==> src/rtl/gprs_wb_arb.sv <==
// Writeback arbiter for the 2R/1W register file: two requesters share
// the write port, one registered write stage, forwarding onto read data.
module gprs_wb_arb #(
  parameter int PRIO         = 1,
  parameter int STARVE_LIMIT = 4,
  parameter int DROP_R0      = 0
) (
  input  logic        Clk,
  input  logic        Reset,
  input  logic        wb_hold,
  input  logic        req0_valid,
  input  logic [4:0]  req0_addr,
  input  logic [31:0] req0_data,
  output logic        req0_ready,
  input  logic        req1_valid,
  input  logic [4:0]  req1_addr,
  input  logic [31:0] req1_data,
  output logic        req1_ready,
  output logic        Regwrite,
  output logic [4:0]  A3,
  output logic [31:0] Wd,
  input  logic [4:0]  A1,
  input  logic [4:0]  A2,
  input  logic [31:0] Rd1_rf,
  input  logic [31:0] Rd2_rf,
  output logic [31:0] Rd1,
  output logic [31:0] Rd2
);

  localparam logic [2:0] Lim      = 3'(STARVE_LIMIT);
  localparam bit         StarveEn = (STARVE_LIMIT > 0);
  localparam bit         HiIsR1   = (PRIO == 1);
  localparam bit         DropZero = (DROP_R0 != 0);

  logic        wb_vld_q, wb_vld_d;
  logic [4:0]  a3_q, a3_d;
  logic [31:0] wd_q, wd_d;
  logic [2:0]  starve_cnt_q, starve_cnt_d;

  logic        hi_v, lo_v;
  logic [4:0]  hi_addr, lo_addr;
  logic [31:0] hi_data, lo_data;
  logic        arb_en, starve_hit;
  logic        grant_hi, grant_lo, gnt;
  logic [4:0]  gnt_addr;
  logic [31:0] gnt_data;

  assign hi_v    = HiIsR1 ? req1_valid : req0_valid;
  assign lo_v    = HiIsR1 ? req0_valid : req1_valid;
  assign hi_addr = HiIsR1 ? req1_addr  : req0_addr;
  assign lo_addr = HiIsR1 ? req0_addr  : req1_addr;
  assign hi_data = HiIsR1 ? req1_data  : req0_data;
  assign lo_data = HiIsR1 ? req0_data  : req1_data;

  assign arb_en     = ~Reset & ~wb_hold;
  assign starve_hit = StarveEn && (starve_cnt_q == Lim);

  // Low side wins only when alone or once it has waited out the limit
  assign grant_hi = arb_en & hi_v & ~(lo_v & starve_hit);
  assign grant_lo = arb_en & lo_v & (~hi_v | starve_hit);
  assign gnt      = grant_hi | grant_lo;

  assign req1_ready = HiIsR1 ? grant_hi : grant_lo;
  assign req0_ready = HiIsR1 ? grant_lo : grant_hi;

  always_comb begin
    gnt_addr = lo_addr;
    gnt_data = lo_data;
    unique case (1'b1)
      grant_hi: begin
        gnt_addr = hi_addr;
        gnt_data = hi_data;
      end
      default: ;
    endcase
  end

  always_comb begin
    starve_cnt_d = starve_cnt_q;
    if (!wb_hold) begin
      if (!lo_v || grant_lo || !StarveEn)
        starve_cnt_d = 3'd0;
      else if (starve_cnt_q != 3'd7)
        starve_cnt_d = starve_cnt_q + 3'd1;
    end
  end

  always_comb begin
    wb_vld_d = gnt;
    a3_d     = a3_q;
    wd_d     = wd_q;
    if (gnt) begin
      a3_d = gnt_addr;
      wd_d = gnt_data;
      // Handshake completes, but a dropped r0 write never reaches the file
      if (DropZero && gnt_addr == 5'd0)
        wb_vld_d = 1'b0;
    end
  end

  always_ff @(posedge Clk) begin
    if (Reset) begin
      wb_vld_q     <= 1'b0;
      a3_q         <= 5'd0;
      wd_q         <= 32'd0;
      starve_cnt_q <= 3'd0;
    end else begin
      wb_vld_q     <= wb_vld_d;
      a3_q         <= a3_d;
      wd_q         <= wd_d;
      starve_cnt_q <= starve_cnt_d;
    end
  end

  // Gate with Reset so a pending write never lands while the file resets
  assign Regwrite = wb_vld_q & ~Reset;
  assign A3       = a3_q;
  assign Wd       = wd_q;

  assign Rd1 = (Regwrite && a3_q == A1) ? wd_q : Rd1_rf;
  assign Rd2 = (Regwrite && a3_q == A2) ? wd_q : Rd2_rf;

endmodule

==> config.mk <==
export PLATFORM = sky130hd
export DESIGN_NAME = gprs_wb_arb
export DESIGN_NICKNAME = d
export VERILOG_FILES = /design/src/rtl/gprs_wb_arb.sv
export SDC_FILE = /design/constraint.sdc
export NUM_CORES = 1
export LEC_CHECK = 0
export CORE_ASPECT_RATIO = 1.1
export CORE_MARGIN = 5
export CORE_UTILIZATION = 28
export CTS_CLUSTER_DIAMETER = 200
export DETAILED_ROUTE_END_ITERATION = 12
export GPL_TIMING_DRIVEN = 0
export PLACE_DENSITY_LB_ADDON = 0.25
export SLEW_MARGIN = 20
export SYNTH_ARGS = -nofsm -noshare
export SYNTH_HDL_FRONTEND = slang
export SYNTH_SLANG_ARGS = --single-unit
==> constraint.sdc <==
create_clock -name Clk -period 1.7 [get_ports Clk]
set_clock_uncertainty 0.1 [all_clocks]
set_input_delay 0.255 -clock Clk [delete_from_list [all_inputs] [get_ports Clk]]
set_output_delay 0.255 -clock Clk [all_outputs]
set_load 0.03 [all_outputs]
==> flow_metrics.py <==
metrics = {
    "logic_synthesis": {
        "synth_top_area_cell": "mux2_4",
        "synth_top_area_share": 0.3309,
        "synthMuxAreaShare": 0.3474,
        "syn_area_um2": 2723,
        "ys_types": 27,
        "synth-xor-area-share": 0.03217,
        "postSynthCellCount": 240,
        "synth-adder-area-share": 0.01379,
        "yosysSeqAreaShare": 0.3015,
        "synth_compound_area_frac": 0.1549,
        "synthTopCellsByArea": "mux2_4, dfxtp_1, a222oi_1",
        "synth_enable_flop_cells": 0,
        "async_reset_ff_frac": 0,
        "syn_avg_cell_area_um2": 11.34,
        "ys.flop_type": "dfxtp_1",
        "synthSimpleGateAreaFrac": 0.09099,
        "yosysWarningCount": 0,
        "syn_nets": 396,
        "synth_top_family_by_area": "multiplexers",
        "ys_ff_latch": 41,
    },
    "sta": {
        "fin_crit_sh": 1.450,
        "timing_worst_slew_pin_value_ns": 0.5169,
        "hold_violations": 0,
        "setup_viol": 102,
        "report.final.slew_viol_count": 0,
        "relSlewSlack": 0.6554,
        "grt_setup_unrepaired": "true",
        "max_freq_mhz": 405.6,
        "setup_slack_ns": -0.7656,
        "period_minus_slack_ns": 2.466,
    },
    "critical_path": {
        "r2r-end": "starve_cnt_q[0]",
        "start_kind": "register",
        "cp.arrival_ns": 2.11,
        "path_class": "reg -> out",
        "cp.required_ns": 1.34,
        "end_kind": "primary output",
        "reg2reg_slack_ns": -0.18,
        "critPathMaxFanout": 7,
        "reg2reg_depth": 8,
        "regToRegStartpoint": "starve_cnt_q[0]",
    },
    "worst_hold_path": {
        "min-delay-start": "Reset",
        "hold_path_depth": 3,
        "worstHoldEndpoint": "starve_cnt_q[1]",
        "hp-class": "in -> reg",
    },
    "layout": {
        "fin_nets": 688,
        "syn2layout_area_growth_pct": 125.3,
        "n_antenna_cell": 0,
        "design_area_um2": 6133,
        "layout_commonest_cell": "clkdlybuf4s50_1",
        "final_cell_mix": "clkdlybuf4s50_1, buf_6, mux2_4",
        "drive_gt1_frac": 0.3996,
        "final_util": 0.6494,
    },
    "floorplanning": {
        "ios": 257,
        "fp.dieH_um": 113.4,
        "fp.dieW_um": 104.0,
        "fp-row-count": 37,
        "dieArea_um2": 11800,
        "core_area_um2": 9444,
        "start_util": 0.2883,
    },
    "clocking": {
        "clkTransAtPathRegs_ns": 0.09,
        "cts_sinks": 41,
        "cts_root_buffer": "clkbuf_8",
        "numCtsBuffers": 5,
        "cts_tree": "built",
        "clk_path_buf_depth": 2,
        "clk_latency_ns": 0.29,
        "postCtsHoldBufs": 0,
        "htree_levels": 2,
    },
    "place": {
        "placed_area_um2": 5470,
        "portBuffers": 255,
        "place_ws_ns": -1.229,
        "hpwl_um": 10010,
        "place.gp.congestion": 0.7482,
    },
    "detailed_routing": {
        "drc": 0,
        "antenna_left": 0,
        "via_per_inst": 4.965,
        "wirelength_um": 12970,
        "drtIter0Drc": 207,
        "vias": 3227,
        "drtPass1Iterations": 6,
        "route.detailed.wl_per_inst_um": 19.95,
    },
    "grt": {
        "grt_pass1_vias": 3332,
        "grt-ovfl-total": 0,
        "antenna_found_initial": 0,
        "grt.total_usage": 0.2005,
        "grt_max_degree": 14,
        "grt_pass1_wl_um": 18890,
    },
    "job": {
        "drv_cap": 0,
    },
    "status": {
        "status": "complete, but fails checks",
        "violations": "negative setup slack",
    },
    "power_and_ir_drop": {
        "ir_drop_mv": 0.3302,
        "power_density_nw_per_um2": 478.2,
        "p_leak_uw": 0.002916,
    },
}
## area by class of cell
class,count,area [µm²]
timing repair buffer,288,3002
multi-input combinational,172,1848
buffer,20,198.9
fill,771,3311
clock buffer,5,68.82
tap,117,146.4
sequential,41,838.3
clock inverter,3,16.27
inverter,4,15.01
## routing by layer
metal / vias to the layer above / routed length [µm] / global-route usage
met5: - / 0 / 0
met4: 0 / 234 / 0.04663
met3: 16 / 968 / 0.06112
met2: 166 / 7037 / 0.3784
met1: 1523 / 4730 / 0.2192
li1: 1522 / - / -
## cells by family (layout without fill, tap and decap cells)
logic type	Yosys count	in the layout
AOI/OAI and AO/OA	44	44
xor gates and xnor gates	10	10
adders and majority gates	3	3
buffers and inverters	27	320
DFF	41	41
muxes	64	64
and+or+nand+nor	51	51
## repair_timing
action / in CTS / in global routing
setup buffers: 21 / 8
pin swaps: 13 / 21
endpoints found under the setup margin: 134 / 104
gates resized for setup: 543 / 35
gates cloned: 4 / 1
## power breakdown
group | switching, µW | internal (µW) | total [µW]
sequential | 48.3 | 1000 | 1050
clock | 356 | 285 | 641
combinational | 527 | 716 | 1240
## worst max-delay path, stage by stage, from the launching register on
cell and delay (ns):
dfxtp_4 0.38, xor2_2 0.15, nor4_2 0.29, nand3_2 0.13, buf_12 0.16, buf_8 0.13, buf_16 0.13, mux2_4 0.30
buf_6 0.14
## through the flow
step | power [µW] | hold slack [ns] | cells | setup TNS, ns
2_1_floorplan | 1598 | 0.3199 | 240 | -12.23
3_3_place_gp | 2234 | 0.3947 | 612 | -89.10
3_5_place_dp | 2250 | 0.4094 | 612 | -88.75
4_1_cts | 2939 | 0.2214 | 643 | -46.31
5_1_grt | 3067 | 0.2544 | 650 | -56.34
6_report | 2933 | 0.2461 | 650 | -46.09
## state kept, by name (all words and copies together) (netlist names)
signal / cells
starve_cnt_q: 3
wb_vld_q: 1
Wd: 32
A3: 5
## worst max-delay path by stage
stage | depth (start not counted) | to | slack (ns) | start
final | 8 | Rd2[20] | -0.77 | A3[4]
after detailed placement | 7 | Rd1[12] | -1.23 | A1[2]
after global placement | 7 | Rd1[12] | -1.24 | A1[2]
after floorplan | 5 | Rd1[10] | -0.21 | A3[2]
after CTS | 7 | Rd1[12] | -0.77 | A3[3]
after global routing | 8 | Rd1[5] | -0.87 | A3[2]
## cell usage after synthesis, types with 2 or more instances
cell,instances
a222oi_1,37
o31ai_1,2
nor4_2,2
nand2b_1,3
buf_2,9
dfxtp_1,41
nand3_2,2
o32ai_1,2
mux2_4,60
clkbuf_1,7
xor2_1,8
xnor2_1,2
nor2_1,38
inv_1,4
buf_6,6
mux2_2,4
ha_1,3
Note: power is estimated with default switching activity, not from simulation.
==> edit 1, RTL diff (same settings) <==
Take the reset off `wd_q` and load it in a clocked block of its own.
--- a/src/rtl/gprs_wb_arb.sv
+++ b/src/rtl/gprs_wb_arb.sv
@@ -102,14 +102,16 @@
     if (Reset) begin
       wb_vld_q     <= 1'b0;
       a3_q         <= 5'd0;
-      wd_q         <= 32'd0;
       starve_cnt_q <= 3'd0;
     end else begin
       wb_vld_q     <= wb_vld_d;
       a3_q         <= a3_d;
-      wd_q         <= wd_d;
       starve_cnt_q <= starve_cnt_d;
     end
+  end
+
+  always_ff @(posedge Clk) begin
+    wd_q <= wd_d;
   end
 
   // Gate with Reset so a pending write never lands while the file resets
Check against the original RTL: differs if Reset is asserted again (counterexample within 4 cycles, from zero or initial values and one cycle with Reset high); with Reset held inactive, the same outputs for 10 cycles.
==> edit 1 against the original RTL <==
  * The flow still finishes with violations (negative setup slack)
  * Highest routed layer unchanged
  * Area after synthesis rose by 8.6%
  * Largest power group unchanged
  * Routed wire length fell by 9.3%
  * Largest cell class unchanged
  * Power is 19% higher
  * Worst setup slack gained 0.10 ns
  * Critical path depth down 1
  * Non-clock buffer count fell by 20
  * Final area rose by 4.0%
  * Utilization fell by 3.3 points
  * Sequential cell count stayed put
==> edit 1: results (changes against the original RTL) <==
Setup-failing EPs final: 84 (-18%)
hold path cells: 2 (-1)
worst path arrival time: 2.01 ns (-0.10 ns)
Clock Tree Root: clkbuf_16
vias in the first global route: 3049 (-8.5%)
I/O Buffers: 256 (+0.39%)
first-pass GRT wire length: 16900 um (-10%)
status: complete, but fails checks
Nets: 643 (-6.5%)
worst-path maximum fanout: 8 (+1)
Place WS: -1.31 ns (-0.0847 ns)
relative slew slack: 68.6% (+3.1 points)
final cell count without fillers: 631 (-2.9%)
r2r setup slk: -0.08 ns (+0.10 ns)
sequential share of the synthesized area: 38.6% (+8.4 points)
GRT Resource Usage Total: 17.2% (-2.8 points)
Compound-Gate Fraction of Synth Area: 3.34% (-12 points)
setup ws final: -0.663 ns (+0.103 ns)
Hold EP: wb_vld_q
failing checks: negative setup slack
hold wc startpoint: req0_valid
most used flip-flop cell after synthesis: edfxtp_1
post-synthesis cell type count: 26 (-3.7%)
multiplexer share of the synthesized area: 45.9% (+11 points)
adder-cell area share of the yosys netlist: 1.27% (-0.11 points)
Hold Slack: 0.381 ns (+0.135 ns)
Placer Congestion: 0.815 (+8.9%)
clk slew on worst S/H paths: 0.06 ns (-0.03 ns)
cell area after layout: 6380 sq um (+4.0%)
first-pass iteration count of the detailed router: 4 (-2)
WL/cell: 18.6 um (-6.5%)
top post-synthesis cells by count: mux2_4 (60), mux2_2 (36), edfxtp_1 (32)
## edit 1: cell type report
cell class | count | share of cell area (%)
plain buffers | 11 | 2.73
clock buffers | 8 | 2.30
inverters | 5 | 0.294
multi-input cells | 146 | 28.6
flip-flops and latches | 41 | 18.1
well taps | 143 | 2.81
repair buffers | 277 | 45.1
## edit 1: metrics by stage
stage	TNS, ns	total power [mW]
floorplan	-12.14	1.80
global placement	-122.55	2.47
detailed placement	-123.96	2.48
CTS	-41.82	3.48
global route	-47.27	3.60
finish	-41.32	3.48
## edit 1: where the power goes
part,internal (mW),switching [mW],total (mW)
clock,0.587,0.383,0.969
sequential,1.16,0.0537,1.21
combinational,0.749,0.554,1.30
## edit 1: what timing repair did
| item | 4_1_cts | 5_1_grt |
|---|---|---|
| cloned | 3 | 2 |
| endpoints found under the setup margin | 164 | 96 |
| setup buffers | 12 | 4 |
| resized for setup | 533 | 30 |
| pin swaps | 9 | 2 |
## edit 1: worst max-delay path by stage
| stage | start | slack [ns] | endpoint |
|---|---|---|---|
| 6_report | A3[2] | -0.66 | Rd1[5] |
| 4_1_cts | A3[2] | -0.69 | Rd2[24] |
| 3_5_place_dp | A2[1] | -1.31 | Rd2[4] |
| 5_1_grt | A3[2] | -0.73 | Rd2[16] |
| 3_3_place_gp | A2[1] | -1.34 | Rd2[4] |
| 2_1_floorplan | A3[1] | -0.20 | Rd2[10] |
## edit 1: routing by layer
layer / global-route usage, % / share of wire, %
met1: 17.9 / 36
met2: 33.0 / 54
met3: 4.22 / 7.4
met4: 5.60 / 2.7
met5: 0 / 0
==> edit 2, RTL diff (same flow settings) <==
Made on the original files. Make the reset (`Reset`) asynchronous in one clocked block.
--- a/src/rtl/gprs_wb_arb.sv
+++ b/src/rtl/gprs_wb_arb.sv
@@ -98,7 +98,7 @@
     end
   end
 
-  always_ff @(posedge Clk) begin
+  always_ff @(posedge Clk or posedge Reset) begin
     if (Reset) begin
       wb_vld_q     <= 1'b0;
       a3_q         <= 5'd0;
Behaviour: differs if Reset is asserted again (counterexample within 4 cycles, from zero or initial values and one cycle with Reset high); with Reset held inactive, the same outputs for 10 cycles.
==> edit 2 against the original RTL <==
  * The flow still finishes with violations (negative setup slack)
  * Worst setup slack worse by 0.022 ns
  * Sequential power increased by 25%
  * Cell count increased by 1.8%
  * Synthesized cell count decreased by 4.2%
  * Final area is 5.7% higher
  * Non-clock buffer count shrank 9
  * Routed wire length increased by 7.5%
  * Area after synthesis rose by 9.2%
  * Count of clock-buffer cells in the layout rose by 2
  * Sequential cell count is the same
  * Power increased by 42%
==> edit 2: results (changes against the original RTL) <==
Setup-failing EPs final: 106 (+3.9%)
largest net degree at the start of global routing: 31 (+17)
Clock Tree Root: clkbuf_16
worst slew pin tran: 0.360 ns (-0.157 ns)
Met2 Wirelength: 7350 um (+4.5%)
post-synthesis cell type count: 23 (-15%)
sum of negative setup slack: -51.42 ns (-5.33 ns)
first-pass GRT wire length: 20000 um (+6.1%)
DR iter-0 viols: 98 (-53%)
M1 WL: 4990 um (+5.4%)
status: complete, but fails checks
I/O Buffers: 256 (+0.39%)
R2R Path Start: starve_cnt_q[0]
worst path arrival time: 2.13 ns (+0.02 ns)
Placer Congestion: 0.792 (+5.8%)
reg2reg end: starve_cnt_q[0]
sequential share of the synthesized area: 34.5% (+4.4 points)
most used flip-flop cell after synthesis: dfrtp_1
Synth area leaders: dfrtp_1 (35%), mux2_4 (30%), a221o_1 (12%), nor2b_1 (7.8%), xor2_1 (2.4%)
worst vdd ir: 0.000352 V (+6.5%)
ys async rst share: 100% (+100 points)
syn nets: 386 (-2.5%)
WL/cell: 21.1 um (+5.5%)
FF-to-FF path depth: 7 (-1)
setup ws final: -0.788 ns (-0.0222 ns)
GRT Resource Usage Total: 20.3% (+0.25 points)
vias in the first global route: 3470 (+4.1%)
failing checks: negative setup slack
HP Class: in -> async
clk slew on worst S/H paths: 0.06 ns (-0.03 ns)
Fill cells: 862 (+12%)
==> edit 2: cell types whose count changed in the layout (fill, tap and decap cells not counted), moves of 35 or more <==
cell,before,now
a221o_1,0,37
dfrtp_1,0,37
a222oi_1,37,0
dfxtp_1,35,0
nor2_1,37,0
nor2b_1,0,37
==> edit 2: timing repair <==
action	CTS	global route
endpoints found under the hold margin	0	0
setup endpoints to repair	144	107
pin swaps	12	9
gates resized for setup	552	23
hold buffers	0	0
gates cloned	1	6
setup buffers	15	5
==> edit 2: through the flow <==
| step | utilization, % | cell area [sq um] | cells | hold slack, ns | setup slack [ns] |
|---|---|---|---|---|---|
| CTS | 60.0 | 6240 | 654 | 0.230 | -0.762 |
| finish | 62.3 | 6480 | 662 | 0.246 | -0.788 |
| global route | 62.3 | 6480 | 662 | 0.291 | -0.848 |
| global placement | 55.1 | 5730 | 629 | 0.419 | -1.30 |
| detailed placement | 55.3 | 5750 | 630 | 0.429 | -1.32 |
| floorplan | - | 2990 | 230 | 0.300 | -0.327 |
==> edit 2: layout make-up <==
cell class / count / area (sq um) / area share (%)
Buffer: 17 / 253 / 3.90
Clock buffer: 7 / 133 / 2.05
Clock inverter: 1 / 5.00 / 0.0772
Inverter: 4 / 15.0 / 0.232
Multi-Input combinational cell: 167 / 1890 / 29.2
Sequential cell: 41 / 1030 / 15.9
Tap cell: 143 / 179 / 2.76
Timing Repair Buffer: 282 / 2970 / 45.9
==> edit 2: where the power goes <==
part | internal (mW) | total [mW] | switching (mW)
sequential | 1.13 | 1.31 | 0.180
clock | 0.543 | 0.910 | 0.367
combinational | 1.02 | 1.93 | 0.907
total | 2.70 | 4.15 | 1.45
==> edit 2: critical path, stage by stage (launching register included) <==
cell and delay, ns:
dfrtp_2 0.45, xor2_2 0.17, nor4_4 0.32, nand3_2 0.13, buf_12 0.17, clkbuf_16 0.16, mux2_4 0.30, buf_6 0.14
==> edit 2: cells by family (layout without fill, tap and decap cells) <==
kind of cell / Yosys count / after routing / share of synthesized area (%)
mux: 65 / 65 / 32.2
flops: 41 / 41 / 34.5
simple gates: 46 / 46 / 10.2
compound gates: 43 / 43 / 14.2
xor+xnor: 10 / 10 / 2.95
buf+inv: 22 / 311 / 4.63
fa+ha+maj: 3 / 3 / 1.26
==> edit 2: worst max-delay path by stage <==
stage | end | slack (ns) | start
after detailed placement | Rd1[25] | -1.32 | A1[3]
after floorplan | Rd1[10] | -0.33 | A3[3]
final | Rd1[11] | -0.79 | A3[0]
after CTS | Rd1[12] | -0.76 | A1[3]
after global routing | Rd1[11] | -0.85 | A3[0]
after global placement | Rd1[25] | -1.30 | A1[3]
==> edit 2: metal layers <==
metal  track usage, %  up-vias
met4             5.29        0
li1                 -     1451
met1             21.8     1509
met3             6.25       24
met2             37.8      171
met5                0        -
